**config.mk**
```make
export PLATFORM = sky130hd
export DESIGN_NAME = lsu_bus_bridge
export DESIGN_NICKNAME = d
export VERILOG_FILES = /design/src/rtl/lsu_bus_bridge.sv
export SDC_FILE = /design/constraint.sdc
export NUM_CORES = 1
export LEC_CHECK = 0
export ABC_AREA = 1
export BUFFER_PORTS_ARGS = -buffer_cell sky130_fd_sc_hd__buf_2
export CORE_ASPECT_RATIO = 1.75
export CORE_MARGIN = 3
export CORE_UTILIZATION = 51
export DETAILED_ROUTE_END_ITERATION = 7
export PLACE_DENSITY = 0.88
export SKIP_CTS_REPAIR_TIMING = 1
export SLEW_MARGIN = 20
export SYNTH_ARGS = -nofsm -noshare
export SYNTH_HDL_FRONTEND = slang
export SYNTH_SLANG_ARGS = --single-unit
```
**constraint.sdc**
```tcl
create_clock -name clk -period 2.34 [get_ports clk]
set_input_delay 0.234 -clock clk [delete_from_list [all_inputs] [get_ports clk]]
set_output_delay 0.234 -clock clk [all_outputs]
set_load 0.05 [all_outputs]
```
**src/rtl/lsu_bus_bridge.sv**
```systemverilog
// lsu_bus_bridge: single-outstanding load/store bridge from core requests to a word-wide valid/ready bus.
// Optional macro LSU_MISALIGN_TRAP_EN traps misaligned H/W accesses instead of forcing natural alignment.
module lsu_bus_bridge #(
  parameter int TIMEOUT_CYCLES = 255,
  parameter int TIMEOUT_W      = 8
) (
  input  logic        clk,
  input  logic        rstb,
  input  logic        req_valid,
  input  logic        req_wr,
  input  logic [2:0]  req_funct3,
  input  logic [31:0] req_addr,
  input  logic [31:0] req_wdata,
  output logic        busy,
  output logic        rsp_valid,
  output logic [31:0] rsp_rdata,
  output logic        rsp_err,
  output logic        bus_valid,
  input  logic        bus_ready,
  output logic [31:0] bus_addr,
  output logic        bus_wr,
  output logic [3:0]  bus_be,
  output logic [31:0] bus_wdata,
  input  logic        bus_rvalid,
  input  logic [31:0] bus_rdata
);

  typedef enum logic [1:0] {IDLE, ADDR, RESP, DONE} state_t;

  localparam logic [TIMEOUT_W-1:0] TO_LAST = TIMEOUT_W'(TIMEOUT_CYCLES - 1);

  state_t               state, state_nxt;
  logic                 wr_q;
  logic [2:0]           funct3_q;
  logic [31:0]          addr_q, wdata_q;
  logic [TIMEOUT_W-1:0] cnt_q;
  logic                 err_q;
  logic [31:0]          rdata_q;

  logic                 req_illegal, expired;
  logic [31:0]          addr_eff, rd_shift, rd_ext, wdata_lane;
  logic [3:0]           be;

  // Illegal check runs on the live request so a bad access never reaches the bus.
  always_comb begin
    req_illegal = req_wr ? (req_funct3 >= 3'd3)
                         : (req_funct3 == 3'd3 || req_funct3[2:1] == 2'b11);
`ifdef LSU_MISALIGN_TRAP_EN
    if (req_funct3[1:0] == 2'd1 && req_addr[0])          req_illegal = 1'b1;
    if (req_funct3[1:0] == 2'd2 && req_addr[1:0] != 2'b00) req_illegal = 1'b1;
    addr_eff = addr_q;
`else
    addr_eff = addr_q;
    if (funct3_q[1:0] == 2'd1)      addr_eff[0]   = 1'b0;
    else if (funct3_q[1:0] == 2'd2) addr_eff[1:0] = 2'b00;
`endif
  end

  always_comb begin
    be         = 4'b1111;
    wdata_lane = wdata_q;
    case (funct3_q[1:0])
      2'd0: begin
        be         = 4'b0001 << addr_eff[1:0];
        wdata_lane = {4{wdata_q[7:0]}};
      end
      2'd1: begin
        be         = addr_eff[1] ? 4'b1100 : 4'b0011;
        wdata_lane = {2{wdata_q[15:0]}};
      end
      default: ;
    endcase

    rd_shift = bus_rdata >> {addr_eff[1:0], 3'b000};
    rd_ext   = rd_shift;
    case (funct3_q)
      3'd0:    rd_ext = {{24{rd_shift[7]}}, rd_shift[7:0]};
      3'd1:    rd_ext = {{16{rd_shift[15]}}, rd_shift[15:0]};
      3'd4:    rd_ext = {24'b0, rd_shift[7:0]};
      3'd5:    rd_ext = {16'b0, rd_shift[15:0]};
      default: ;
    endcase
  end

  assign expired = (cnt_q == TO_LAST);

  always_ff @(posedge clk or negedge rstb) begin
    if (!rstb) state <= IDLE;
    else       state <= state_nxt;
  end

  // Expiry in ADDR wins over bus_ready; in RESP a same-cycle bus_rvalid wins over expiry.
  always_comb begin
    state_nxt = state;
    case (state)
      IDLE: if (req_valid) state_nxt = req_illegal ? DONE : ADDR;
      ADDR: begin
        if (expired)        state_nxt = DONE;
        else if (bus_ready) state_nxt = RESP;
      end
      RESP: if (bus_rvalid || expired) state_nxt = DONE;
      DONE: state_nxt = IDLE;
      default: state_nxt = IDLE;
    endcase
  end

  always_ff @(posedge clk or negedge rstb) begin
    if (!rstb) begin
      wr_q     <= 1'b0;
      funct3_q <= 3'd0;
      addr_q   <= '0;
      wdata_q  <= '0;
      cnt_q    <= '0;
      err_q    <= 1'b0;
      rdata_q  <= '0;
    end else begin
      case (state)
        IDLE: if (req_valid) begin
          wr_q     <= req_wr;
          funct3_q <= req_funct3;
          addr_q   <= req_addr;
          wdata_q  <= req_wdata;
          cnt_q    <= '0;
          err_q    <= req_illegal;
          rdata_q  <= '0;
        end
        ADDR: begin
          cnt_q <= cnt_q + 1'b1;
          if (expired) err_q <= 1'b1;
        end
        RESP: begin
          cnt_q <= cnt_q + 1'b1;
          if (bus_rvalid)   rdata_q <= wr_q ? '0 : rd_ext;
          else if (expired) err_q   <= 1'b1;
        end
        default: ;
      endcase
    end
  end

  assign busy      = (state != IDLE);
  assign bus_valid = (state == ADDR);
  assign bus_addr  = bus_valid ? {addr_eff[31:2], 2'b00} : '0;
  assign bus_wr    = bus_valid & wr_q;
  assign bus_be    = bus_valid ? be : 4'b0000;
  assign bus_wdata = bus_valid ? wdata_lane : '0;
  assign rsp_valid = (state == DONE);
  assign rsp_err   = rsp_valid & err_q;
  assign rsp_rdata = rsp_valid ? rdata_q : '0;

endmodule

```
==> impl_metrics.tcl <==
set metrics [dict create \
    status "complete, no violations" \
    nNetsFinal 1070 \
    post-route-min-period_ns 2.26 \
    grt_max_degree 74 \
    place_ws_ns 0.336 \
    ant_nets 0 \
    yosysWarnings 0 \
    synth_cell_type_count 29 \
    setup-tns-final_ns 0 \
    gp_congestion 0.958 \
    antenna_found_initial 0 \
    finalMaxSlewViolations 0 \
    cp_max_fo 11 \
    period_share_pct 96.6 \
    dp_cells 1081 \
    grt.total_usage_pct 26.9 \
    p_per_area_mw_per_mm2 1590 \
    start_kind "flop" \
    fin_skew_ns 0.00863 \
    htreeDepth 3 \
    setup_violations 0 \
    area_growth_syn_to_layout_pct 25.0 \
    syn-cell-area_sq_mm 0.00606 \
    arrival_ns 2.03 \
    die_h_um 150 \
    clock-sinks 111 \
    required_ns 2.11 \
    path_delay_family "buffers and inverters" \
    root_buffer "clkbuf_16" \
    dp_hpwl_mm 13.5 \
    vias 5861 \
    crit_chain "inv_1, ha_4, buf_4, o21ai_0, nor2_1, buf_2" \
    fillerInstances 943 \
    min_path_type "in -> reg" \
    vias_per_cell 5.34 \
    rsz0062_at_grt "false" \
    final_cell_mix "nand2_1, buf_2, dfrtp_1" \
    wl_per_cell_um 16.3 \
    drtPass1Iterations 5 \
    die_width_um 88.4 \
    tritoncts "yes" \
    routed_wl_mm 17.9 \
    rows 52 \
    synthCells 763 \
    grt_pass1_wl_mm 27.5 \
    pin_count 210 \
    routed.top_layer "met4" \
    p_leak_nw 4.62 \
    slowest_delay_ns 0.43 \
    dr_wl_met3_mm 1.31 \
    clk_pin_slew_ns 0.08 \
    cts_buffers 9 \
    instances_no_fill 1098 \
    die_area_sq_mm 0.0133 \
    drtIter0Drc 257 \
    wl_met1_mm 6.39 \
    portBuffers 207 \
    fin_ws_ns 0.0795 \
    grt_pass1_vias 5916 \
    wl_met2_mm 9.50 \
    end_kind "output port" \
    overflow 0 \
    final_util_pct 65.4 \
    syn_avg_cell_area_sq_um 7.95 \
    worst-setup-path-type "reg -> out" \
    fmax_mhz 442 \
    hold_ws_ns 0.107 \
    initial_core_util_pct 52.3 \
    core-area_sq_mm 0.0116 \
    final_common_cell "nand2_1" \
    drive_gt1_share_pct 33.3 \
    synth_seq_cells 111 \
    insertion_delay_ns 0.35 \
    cp.buffers_inverters 3 \
    route.detailed.drc 0 \
    cp_slowest_cell "dfrtp_1" \
    clk_path_buf_depth 2 \
    hold_viol 0 \
    cap_viol_max_count 0 \
    synth.yosys.seq_area_share_pct 45.8 \
    peakVddDrop_uv 1320 \
]
-- through the flow --
step                      cell area [sq um]  power (mW)
after global routing                   7580        12.8
after detailed placement               7270        10.5
after CTS                              7550        12.0
final                                  7580        12.0
after global placement                 7270        10.3
after floorplan                        6080        8.72
-- worst register-to-register path, stage by stage, from the launching register on --
cell and delay (ns):
dfrtp_1 0.44, inv_1 0.09, nand2_2 0.13, nand3_4 0.26, nand2_1 0.21, nand3_2 0.12, nand3_4 0.12, nand3_2 0.31
nand3_1 0.17, nand2_1 0.07
-- metal layers --
| metal | GRT usage (%) | vias to the layer above |
|---|---|---|
| met3 | 6.19 | 52 |
| met2 | 48.5 | 267 |
| met4 | 13.5 | 0 |
| met1 | 28.5 | 2756 |
| li1 | - | 2786 |
| met5 | 0 | - |
-- cells in the mapped netlist (all sizes together) --
master | number | area share, %
nand2 | 228 | 14
nand3 | 53 | 5.0
mux2 | 63 | 12
nor3b | 1 | 0.12
clkbuf | 31 | 1.9
a21o | 1 | 0.12
o22ai | 8 | 0.83
nor3 | 8 | 0.66
o31ai | 4 | 0.50
a21boi | 3 | 0.37
a21oi | 17 | 1.4
nor2 | 56 | 3.5
a31oi | 1 | 0.10
dfrtp | 111 | 46
nand4 | 5 | 0.52
ha | 7 | 1.4
o21ai | 47 | 3.9
conb | 1 | 0.062
buf | 12 | 1.2
o21bai | 1 | 0.12
inv | 104 | 6.4
xor2 | 1 | 0.14
-- path summary, 6_finish.rpt --
path / from / end / slack [ns] / cells past startpoint
setup reg to reg: funct3_q[1] / rdata_q[31] / 0.31 / 9
hold reg to reg: rdata_q[1] / rdata_q[1] / 0.48 / 2
hold / removal: req_addr[11] / addr_q[11] / 0.11 / 2
min in group asynchronous: rstb / addr_q[16] / 0.37 / 2
max in group asynchronous: rstb / addr_q[23] / 1.36 / 3
setup / recovery: state[1] / bus_wdata[28] / 0.08 / 6
-- area by class of cell --
type,instances,area (sq um),area share [%]
sequential,111,2780,36.7
multi-input combinational,506,2740,36.2
timing repair buffer,226,1220,16.1
inverter,104,390,5.15
clock buffer,9,225,2.97
tap,135,169,2.23
clock inverter,6,53.8,0.710
antenna,1,2.50,0.0330
-- registers in the layout, indices dropped and copies added (netlist names) --
name      flops
addr_q       32
cnt_q         8
err_q         1
funct3_q      3
rdata_q      32
state         2
wdata_q      32
wr_q          1
-- cells by family after synthesis --
kind of cell               count (synthesis)  synth area share [%]
adders and majority gates                  7                  1.44
AOI/OAI and AO/OA                         82                  7.33
muxes                                     63                  11.7
other                                      1                0.0619
buffers and inverters                    147                  9.54
and+or+nand+nor                          351                  24.0
DFF                                      111                  45.8
xor gates and xnor gates                   1                 0.145
-- power by group --
part | internal [mW] | total, mW | switching [mW]
sequential | 2.83 | 3.48 | 0.650
clock | 0.737 | 1.49 | 0.757
combinational | 2.08 | 7.05 | 4.97
total | 5.65 | 12.0 | 6.38
No activity file was read; power rests on OpenSTA's default activity.
